`src/rtl/sync_tx_pkg.sv`:
```
`default_nettype none
// ============================================================================
// Module   : sync_tx_pkg
// Brief    : Shared types and constants for the sync-framed serial transmitter.
// Revision : 1.0
// ============================================================================
package sync_tx_pkg;

    typedef enum logic [1:0] {
        IDLE = 2'd0,
        SYNC = 2'd1,
        DATA = 2'd2,
        PAR  = 2'd3
    } tx_state_t;

    localparam logic [3:0] SYNC_PATTERN = 4'b1101;
    localparam int         SYNC_BITS    = 4;

    // Payload is zero-extended into the word, which leaves even parity unchanged.
    function automatic logic even_parity(input logic [31:0] word);
        return ^word;
    endfunction

endpackage
`default_nettype wire

```
`src/rtl/flex_counter.sv`:
```
`default_nettype none
// ============================================================================
// Module   : flex_counter
// Brief    : Up-counter that wraps to zero after reaching rollover_val-1.
// Revision : 1.0
// ============================================================================
module flex_counter #(
    parameter int WIDTH = 4
) (
    input  logic             clk,
    input  logic             rst,
    input  logic             clear,
    input  logic             count_enable,
    input  logic [WIDTH-1:0] rollover_val,
    output logic             rollover_flag
);

    localparam logic [WIDTH-1:0] c_one = {{(WIDTH-1){1'b0}}, 1'b1};

    logic [WIDTH-1:0] r_count;

    // Flags the final count; the wrap itself happens only when enabled.
    assign rollover_flag = (r_count == (rollover_val - c_one));

    always_ff @(posedge clk or posedge rst) begin
        if (rst) begin
            r_count <= '0;
        end else if (clear) begin
            r_count <= '0;
        end else if (count_enable) begin
            if (rollover_flag) begin
                r_count <= '0;
            end else begin
                r_count <= r_count + c_one;
            end
        end
    end

endmodule
`default_nettype wire

```
`src/rtl/sync_frame_tx.sv`:
```
`default_nettype none
// ============================================================================
// Module   : sync_frame_tx
// Brief    : Frames each accepted word as header 1101, LSB-first payload and
//            optional even parity onto a registered serial line.
// Revision : 1.0
// ============================================================================
module sync_frame_tx
    import sync_tx_pkg::*;
#(
    parameter int   DATA_BITS  = 8,
    parameter int   BIT_CYCLES = 1,
    parameter int   PARITY_EN  = 1,
    parameter logic IDLE_VALUE = 1'b0
) (
    input  logic                 clk,
    input  logic                 rst,
    input  logic [DATA_BITS-1:0] tx_data,
    input  logic                 tx_valid,
    output logic                 tx_ready,
    output logic                 serial_out,
    output logic                 busy,
    output logic                 frame_done
);

    localparam logic [4:0] c_bit_roll = 5'(BIT_CYCLES);

    tx_state_t              r_state;
    tx_state_t              w_next_state;
    logic [DATA_BITS-1:0]   r_shift;
    logic [2:0]             r_hdr;
    logic                   r_parity;
    logic [5:0]             w_idx_roll;
    logic                   w_timer_flag;
    logic                   w_idx_flag;
    logic                   w_bit_wrap;
    logic                   w_last_wrap;
    logic                   w_accept;
    logic                   w_state_change;

    assign tx_ready       = (r_state == IDLE);
    assign busy           = (r_state != IDLE);
    assign w_accept       = tx_valid && (r_state == IDLE);
    assign w_bit_wrap     = busy && w_timer_flag;
    assign w_last_wrap    = w_bit_wrap && w_idx_flag;
    assign w_state_change = (w_next_state != r_state);

    always_comb begin
        w_idx_roll = 6'd1;
        case (r_state)
            SYNC:    w_idx_roll = 6'(SYNC_BITS);
            DATA:    w_idx_roll = 6'(DATA_BITS);
            default: w_idx_roll = 6'd1;
        endcase
    end

    flex_counter #(
        .WIDTH (5)
    ) u_bit_timer (
        .clk           (clk),
        .rst           (rst),
        .clear         (w_state_change),
        .count_enable  (busy),
        .rollover_val  (c_bit_roll),
        .rollover_flag (w_timer_flag)
    );

    flex_counter #(
        .WIDTH (6)
    ) u_bit_index (
        .clk           (clk),
        .rst           (rst),
        .clear         (w_state_change),
        .count_enable  (w_bit_wrap),
        .rollover_val  (w_idx_roll),
        .rollover_flag (w_idx_flag)
    );

    always_comb begin
        w_next_state = r_state;
        case (r_state)
            IDLE: if (tx_valid)    w_next_state = SYNC;
            SYNC: if (w_last_wrap) w_next_state = DATA;
            DATA: if (w_last_wrap) w_next_state = (PARITY_EN != 0) ? PAR : IDLE;
            PAR:  if (w_last_wrap) w_next_state = IDLE;
            default:               w_next_state = IDLE;
        endcase
    end

    // serial_out is loaded with the upcoming bit at each bit-period boundary,
    // so the first header bit is already on the line the cycle after accept.
    always_ff @(posedge clk or posedge rst) begin
        if (rst) begin
            r_state    <= IDLE;
            r_shift    <= '0;
            r_hdr      <= '0;
            r_parity   <= 1'b0;
            serial_out <= IDLE_VALUE;
            frame_done <= 1'b0;
        end else begin
            r_state    <= w_next_state;
            frame_done <= (r_state != IDLE) && (w_next_state == IDLE);
            case (r_state)
                IDLE: begin
                    if (w_accept) begin
                        r_shift    <= tx_data;
                        r_parity   <= even_parity(32'(tx_data));
                        r_hdr      <= SYNC_PATTERN[2:0];
                        serial_out <= SYNC_PATTERN[3];
                    end
                end
                SYNC: begin
                    if (w_bit_wrap) begin
                        if (w_idx_flag) begin
                            serial_out <= r_shift[0];
                            r_shift    <= r_shift >> 1;
                        end else begin
                            serial_out <= r_hdr[2];
                            r_hdr      <= r_hdr << 1;
                        end
                    end
                end
                DATA: begin
                    if (w_bit_wrap) begin
                        if (w_idx_flag) begin
                            serial_out <= (PARITY_EN != 0) ? r_parity : IDLE_VALUE;
                        end else begin
                            serial_out <= r_shift[0];
                            r_shift    <= r_shift >> 1;
                        end
                    end
                end
                PAR: begin
                    if (w_bit_wrap) begin
                        serial_out <= IDLE_VALUE;
                    end
                end
                default: serial_out <= IDLE_VALUE;
            endcase
        end
    end

endmodule
`default_nettype wire

```
`config.mk`:
```
export PLATFORM = sky130hd
export DESIGN_NAME = sync_frame_tx
export DESIGN_NICKNAME = d
export VERILOG_FILES = /design/src/rtl/sync_tx_pkg.sv /design/src/rtl/flex_counter.sv /design/src/rtl/sync_frame_tx.sv
export SDC_FILE = /design/constraint.sdc
export NUM_CORES = 1
export LEC_CHECK = 0
export ABC_AREA = 1
export BUFFER_PORTS_ARGS = -buffer_cell sky130_fd_sc_hd__buf_4
export CAP_MARGIN = 40
export CORE_UTILIZATION = 60
export CTS_BUF_LIST = sky130_fd_sc_hd__clkbuf_4
export CTS_CLUSTER_SIZE = 30
export DETAILED_ROUTE_END_ITERATION = 6
export PLACE_DENSITY = 0.83
export SYNTH_ARGS = -nofsm -noshare
export SYNTH_HDL_FRONTEND = slang
export SYNTH_SLANG_ARGS = --single-unit
```
`constraint.sdc`:
```
create_clock -name clk -period 3.4 [get_ports clk]
set_clock_uncertainty 0.1 [all_clocks]
set_input_delay 0.17 -clock clk [delete_from_list [all_inputs] [get_ports clk]]
set_output_delay 0.17 -clock clk [all_outputs]
set_load 0.05 [all_outputs]
```
==> results.sh <==
export IMPL_cts_root_to_sink_buffers=2
export IMPL_maxSlewHeadroom_pct=59.4
export IMPL_grt_max_degree=19
export IMPL_tritoncts_num_buffers=3
export IMPL_area_leader_netlist="sky130_fd_sc_hd__dfrtp_1"
export IMPL_critical_path_top_delay_family="simple AND/OR/NAND/NOR gates"
export IMPL_grt_util_met3_pct=3.40
export IMPL_boundaryPins=15
export IMPL_p_leak_nw=0.953
export IMPL_switchingPower_mw=1.14
export IMPL_routed_via_count=1390
export IMPL_share_of_flip_flops_with_an_asynchronous_set_or_reset_after_synthesis_pct=100
export IMPL_cts_resized=0
export IMPL_drv_cap=0
export IMPL_avgRoutedWirePerCell_microns=12.8
export IMPL_final_nets=249
export IMPL_cell_internal_pwr_uw=969
export IMPL_post_route_util_pct=71.3
export IMPL_outcome="complete, no violations"
export IMPL_synth_top_cell_area_share_pct=37.1
export IMPL_synth_top_flop_cell="sky130_fd_sc_hd__dfrtp_1"
export IMPL_worst_setup_hold_path_clk_slew_ps=160
export IMPL_setup_ws_ps=707
export IMPL_wirelength_microns=3310
export IMPL_use_met2_pct=38.3
export IMPL_cp_slowest_stage_delay_ps=590
export IMPL_place_gp_congestion=0.891
export IMPL_worst_endpoint_arrival_ps=2860
export IMPL_placement_io_buffers=14
export IMPL_worst_skew_pair_late_latency_ps=330
export IMPL_critPathMaxFanout=11
export IMPL_grt_setup_unrepaired="false"
export IMPL_timing_rr_start="r_state[1]$_DFF_PP0_"
export IMPL_timing_critical_path_cells="inv_1, ha_1, inv_2, o21ai_1, nand2_1, nor2_2, nand4_1, nand2_1, nand2_1, nand2_1, nand2_1, nand2_1, nand3_2, nor2_1"
export IMPL_drt_iter0_drc=69
export IMPL_ctsHtreeMaxLevel=1
export IMPL_dpl_worst_slack_ps=757
export IMPL_fp_dieArea_sq_um=3260
export IMPL_maxClockFrequency_ghz=0.371
export IMPL_synth_top_area_cells="sky130_fd_sc_hd__dfrtp_1, sky130_fd_sc_hd__nand2_1, sky130_fd_sc_hd__ha_1"
export IMPL_postCtsHoldBufs=2
export IMPL_initial_core_util_pct=64.9
export IMPL_clock_sinks=27
export IMPL_fin_setup_tns_ps=0
export IMPL_timing_reg2reg_worst_path_depth=14
export IMPL_synth_distinct_cells=33
export IMPL_required_ps=3560
export IMPL_synth_yosys_warnings=0
export IMPL_min_from="tx_data[7]"
export IMPL_synth_net_count=231
export IMPL_path_buf_inv=2
export IMPL_setup_viol=0
export IMPL_globalRouteTotalUtil_pct=23.8
export IMPL_synth_cells=211
export IMPL_final_hpwl_dp_microns=2520
export IMPL_route_detailed_drc=0
export IMPL_floorplan_rows=19
export IMPL_power_sequential_fraction_pct=24.2
export IMPL_n_fill_cell=229
export IMPL_power_share_combinational_pct=68.9
export IMPL_worst_setup_path_type="flip-flop to flip-flop"
export IMPL_hold_viol=0
export IMPL_antenna_diode_count=0
export IMPL_via_count_of_the_first_global_routing_pass=1368
export IMPL_netlist_area_sq_um=1820
export IMPL_final_layout_size_suffix_gt1_share_pct=26.8
export IMPL_switching_share_of_power_pct=54.0
export IMPL_critical_path_slowest_cell="sky130_fd_sc_hd__ha_1"
export IMPL_globalRoute_busiestLayer="met2"
export IMPL_worst_slew_pin_transition_ps=608
export IMPL_route_antenna_remaining_nets=0
export IMPL_max_vdd_ir_drop_mv=0.999
export IMPL_average_size_of_a_mapped_cell_sq_um=8.62
export IMPL_area_growth_syn_to_layout_pct=9.90
export IMPL_clockRootBuffer="sky130_fd_sc_hd__clkbuf_4"
export IMPL_holdPathEnd="r_shift[7]$_DFFE_PP0P_"
export IMPL_regToRegSetupSlack_ps=710
export IMPL_global_route_usage_met1_pct=33.6
export IMPL_leading_cell_type_by_number_of_instances_after_synthesis="sky130_fd_sc_hd__nand2_1"
export IMPL_power_density_nw_per_um2=1050
export IMPL_worst_setup_path_end_kind="flip-flop"
export IMPL_timing_hold_worst_class="primary input to flip-flop"
export IMPL_detail_route_vias_per_cell=5.37
export IMPL_startpoint_kind_of_the_worst_setup_timing_path="flip-flop"
export IMPL_global_route_overflow_total=0
export IMPL_synth_edff_count=0
export IMPL_layout_worst_path_cycle_share_pct=79.2
export IMPL_timing_final_crit_period_ps=2690
export IMPL_min_path_cells=3
export IMPL_number_of_antenna_violations_at_the_first_check_in_global_routing=0
export IMPL_die_x_microns=57.1
export IMPL_p_total_mw=2.11
export IMPL_post_cts_buffers=0
export IMPL_pwr_share_clk_pct=6.9
export IMPL_placeableCoreArea_sq_um=2810
export IMPL_synth_seq_area_share_pct=37.1
export IMPL_die_height_microns=57.1
export IMPL_cts_tree="done"
export IMPL_firstDrtPassIters=4
export IMPL_synth_seq_cells=27
export IMPL_yosys_top_cells_count="sky130_fd_sc_hd__nand2_1, sky130_fd_sc_hd__dfrtp_1, sky130_fd_sc_hd__inv_1, sky130_fd_sc_hd__o21ai_0, sky130_fd_sc_hd__nand3_1"
export IMPL_drv_slew=0
export IMPL_grt_first_pass_wirelength_microns=6010
export IMPL_timing_critical_path_mode_cell="sky130_fd_sc_hd__nand2_1"
export IMPL_rr_endpoint="u_bit_index.r_count[5]$_DFFE_PP0P_"
## layout make-up
class	count	area, sq um	area share (%)
timing repair buffer	17	153	7.63
inverter	30	113	5.63
tap	31	38.8	1.94
multi-input combinational	150	990	49.5
sequential	27	676	33.8
clock inverter	1	7.51	0.375
clock buffer	3	22.5	1.13
## flip-flops by register name, indices dropped and copies added, names as in the netlist
name and cells:
r_state 2, r_shift 8, r_parity 1, frame_done 1
serial_out 1, r_hdr 3, u_bit_timer.r_count 5, u_bit_index.r_count 6
## placed cells by master, fill, tap and decap left out, types with 2 or more instances in the layout
cell type and instances:
sky130_fd_sc_hd__clkbuf_4 3, sky130_fd_sc_hd__nand2_1 40, sky130_fd_sc_hd__nor2_1 5, sky130_fd_sc_hd__o21ai_1 2, sky130_fd_sc_hd__dfrtp_1 27, sky130_fd_sc_hd__a21oi_1 6
sky130_fd_sc_hd__o21ai_2 8, sky130_fd_sc_hd__nand3_1 12, sky130_fd_sc_hd__inv_2 6, sky130_fd_sc_hd__xnor2_1 5, sky130_fd_sc_hd__nand4_1 3, sky130_fd_sc_hd__nor3_1 3
sky130_fd_sc_hd__a31oi_1 2, sky130_fd_sc_hd__dlygate4sd3_1 2, sky130_fd_sc_hd__nor2_4 2, sky130_fd_sc_hd__mux2i_1 7, sky130_fd_sc_hd__xor2_1 4, sky130_fd_sc_hd__nand3_2 2
sky130_fd_sc_hd__buf_4 14, sky130_fd_sc_hd__nand2_2 6, sky130_fd_sc_hd__o21ai_0 13, sky130_fd_sc_hd__nor2_2 11, sky130_fd_sc_hd__ha_1 9, sky130_fd_sc_hd__inv_1 24
## how the worst max path moves through the flow
stage                                               to  slack [ps]            startpoint  cells past startpoint
detailed placement  u_bit_index.r_count[0]$_DFFE_PP0P_         760  r_state[1]$_DFF_PP0_                     14
global route        u_bit_index.r_count[5]$_DFFE_PP0P_         430  r_state[1]$_DFF_PP0_                     14
floorplan                       r_shift[0]$_DFFE_PP0P_         900  r_state[0]$_DFF_PP0_                     10
finish              u_bit_index.r_count[5]$_DFFE_PP0P_         710  r_state[1]$_DFF_PP0_                     14
global placement    u_bit_index.r_count[5]$_DFFE_PP0P_         800  r_state[1]$_DFF_PP0_                     14
CTS                             r_shift[7]$_DFFE_PP0P_         730  r_state[1]$_DFF_PP0_                     10
## stage by stage
stage	std cells	hold WS, ps	area (sq um)
floorplan	211	123	1820
global placement	252	312	1920
detailed placement	253	122	1950
CTS	259	23.7	2000
global route	259	16.6	2000
finish	259	25.4	2000
## worst register-to-register path, stage by stage (launching register included)
cell and delay, ps:
sky130_fd_sc_hd__dfrtp_1 470, sky130_fd_sc_hd__inv_1 140, sky130_fd_sc_hd__ha_1 590, sky130_fd_sc_hd__inv_2 90, sky130_fd_sc_hd__o21ai_1 90, sky130_fd_sc_hd__nand2_1 70, sky130_fd_sc_hd__nor2_2 130, sky130_fd_sc_hd__nand4_1 90
sky130_fd_sc_hd__nand2_1 80, sky130_fd_sc_hd__nand2_1 50, sky130_fd_sc_hd__nand2_1 70, sky130_fd_sc_hd__nand2_1 70, sky130_fd_sc_hd__nand2_1 80, sky130_fd_sc_hd__nand3_2 310, sky130_fd_sc_hd__nor2_1 180
## cell families (layout without fill, tap and decap cells)
family          count (synthesis)  count (layout)  share of synthesized area (%)
fa+ha+maj                       9               9                           6.19
flops                          27              27                           37.1
xor+xnor                        9               9                           4.33
simple gates                   89              89                           26.4
buf+inv                        34              51                           8.46
mux                             7               7                           3.85
compound gates                 36              36                           13.6
## power by group through the flow
stage	Clock (mW)	Combinational (mW)	Sequential (mW)
after CTS	0.148	1.45	0.507
after floorplan	0	1.24	0.532
after global routing	0.163	1.61	0.524
after detailed placement	0	1.44	0.513
final	0.145	1.45	0.509
after global placement	0	1.42	0.513
## layer usage
layer	part of all wire (%)	vias to the layer above
met3	2.9	4
li1	-	726
met1	50	634
met5	0	-
met4	1.2	0
met2	46	26
Note: power is estimated with default switching activity, not from simulation.
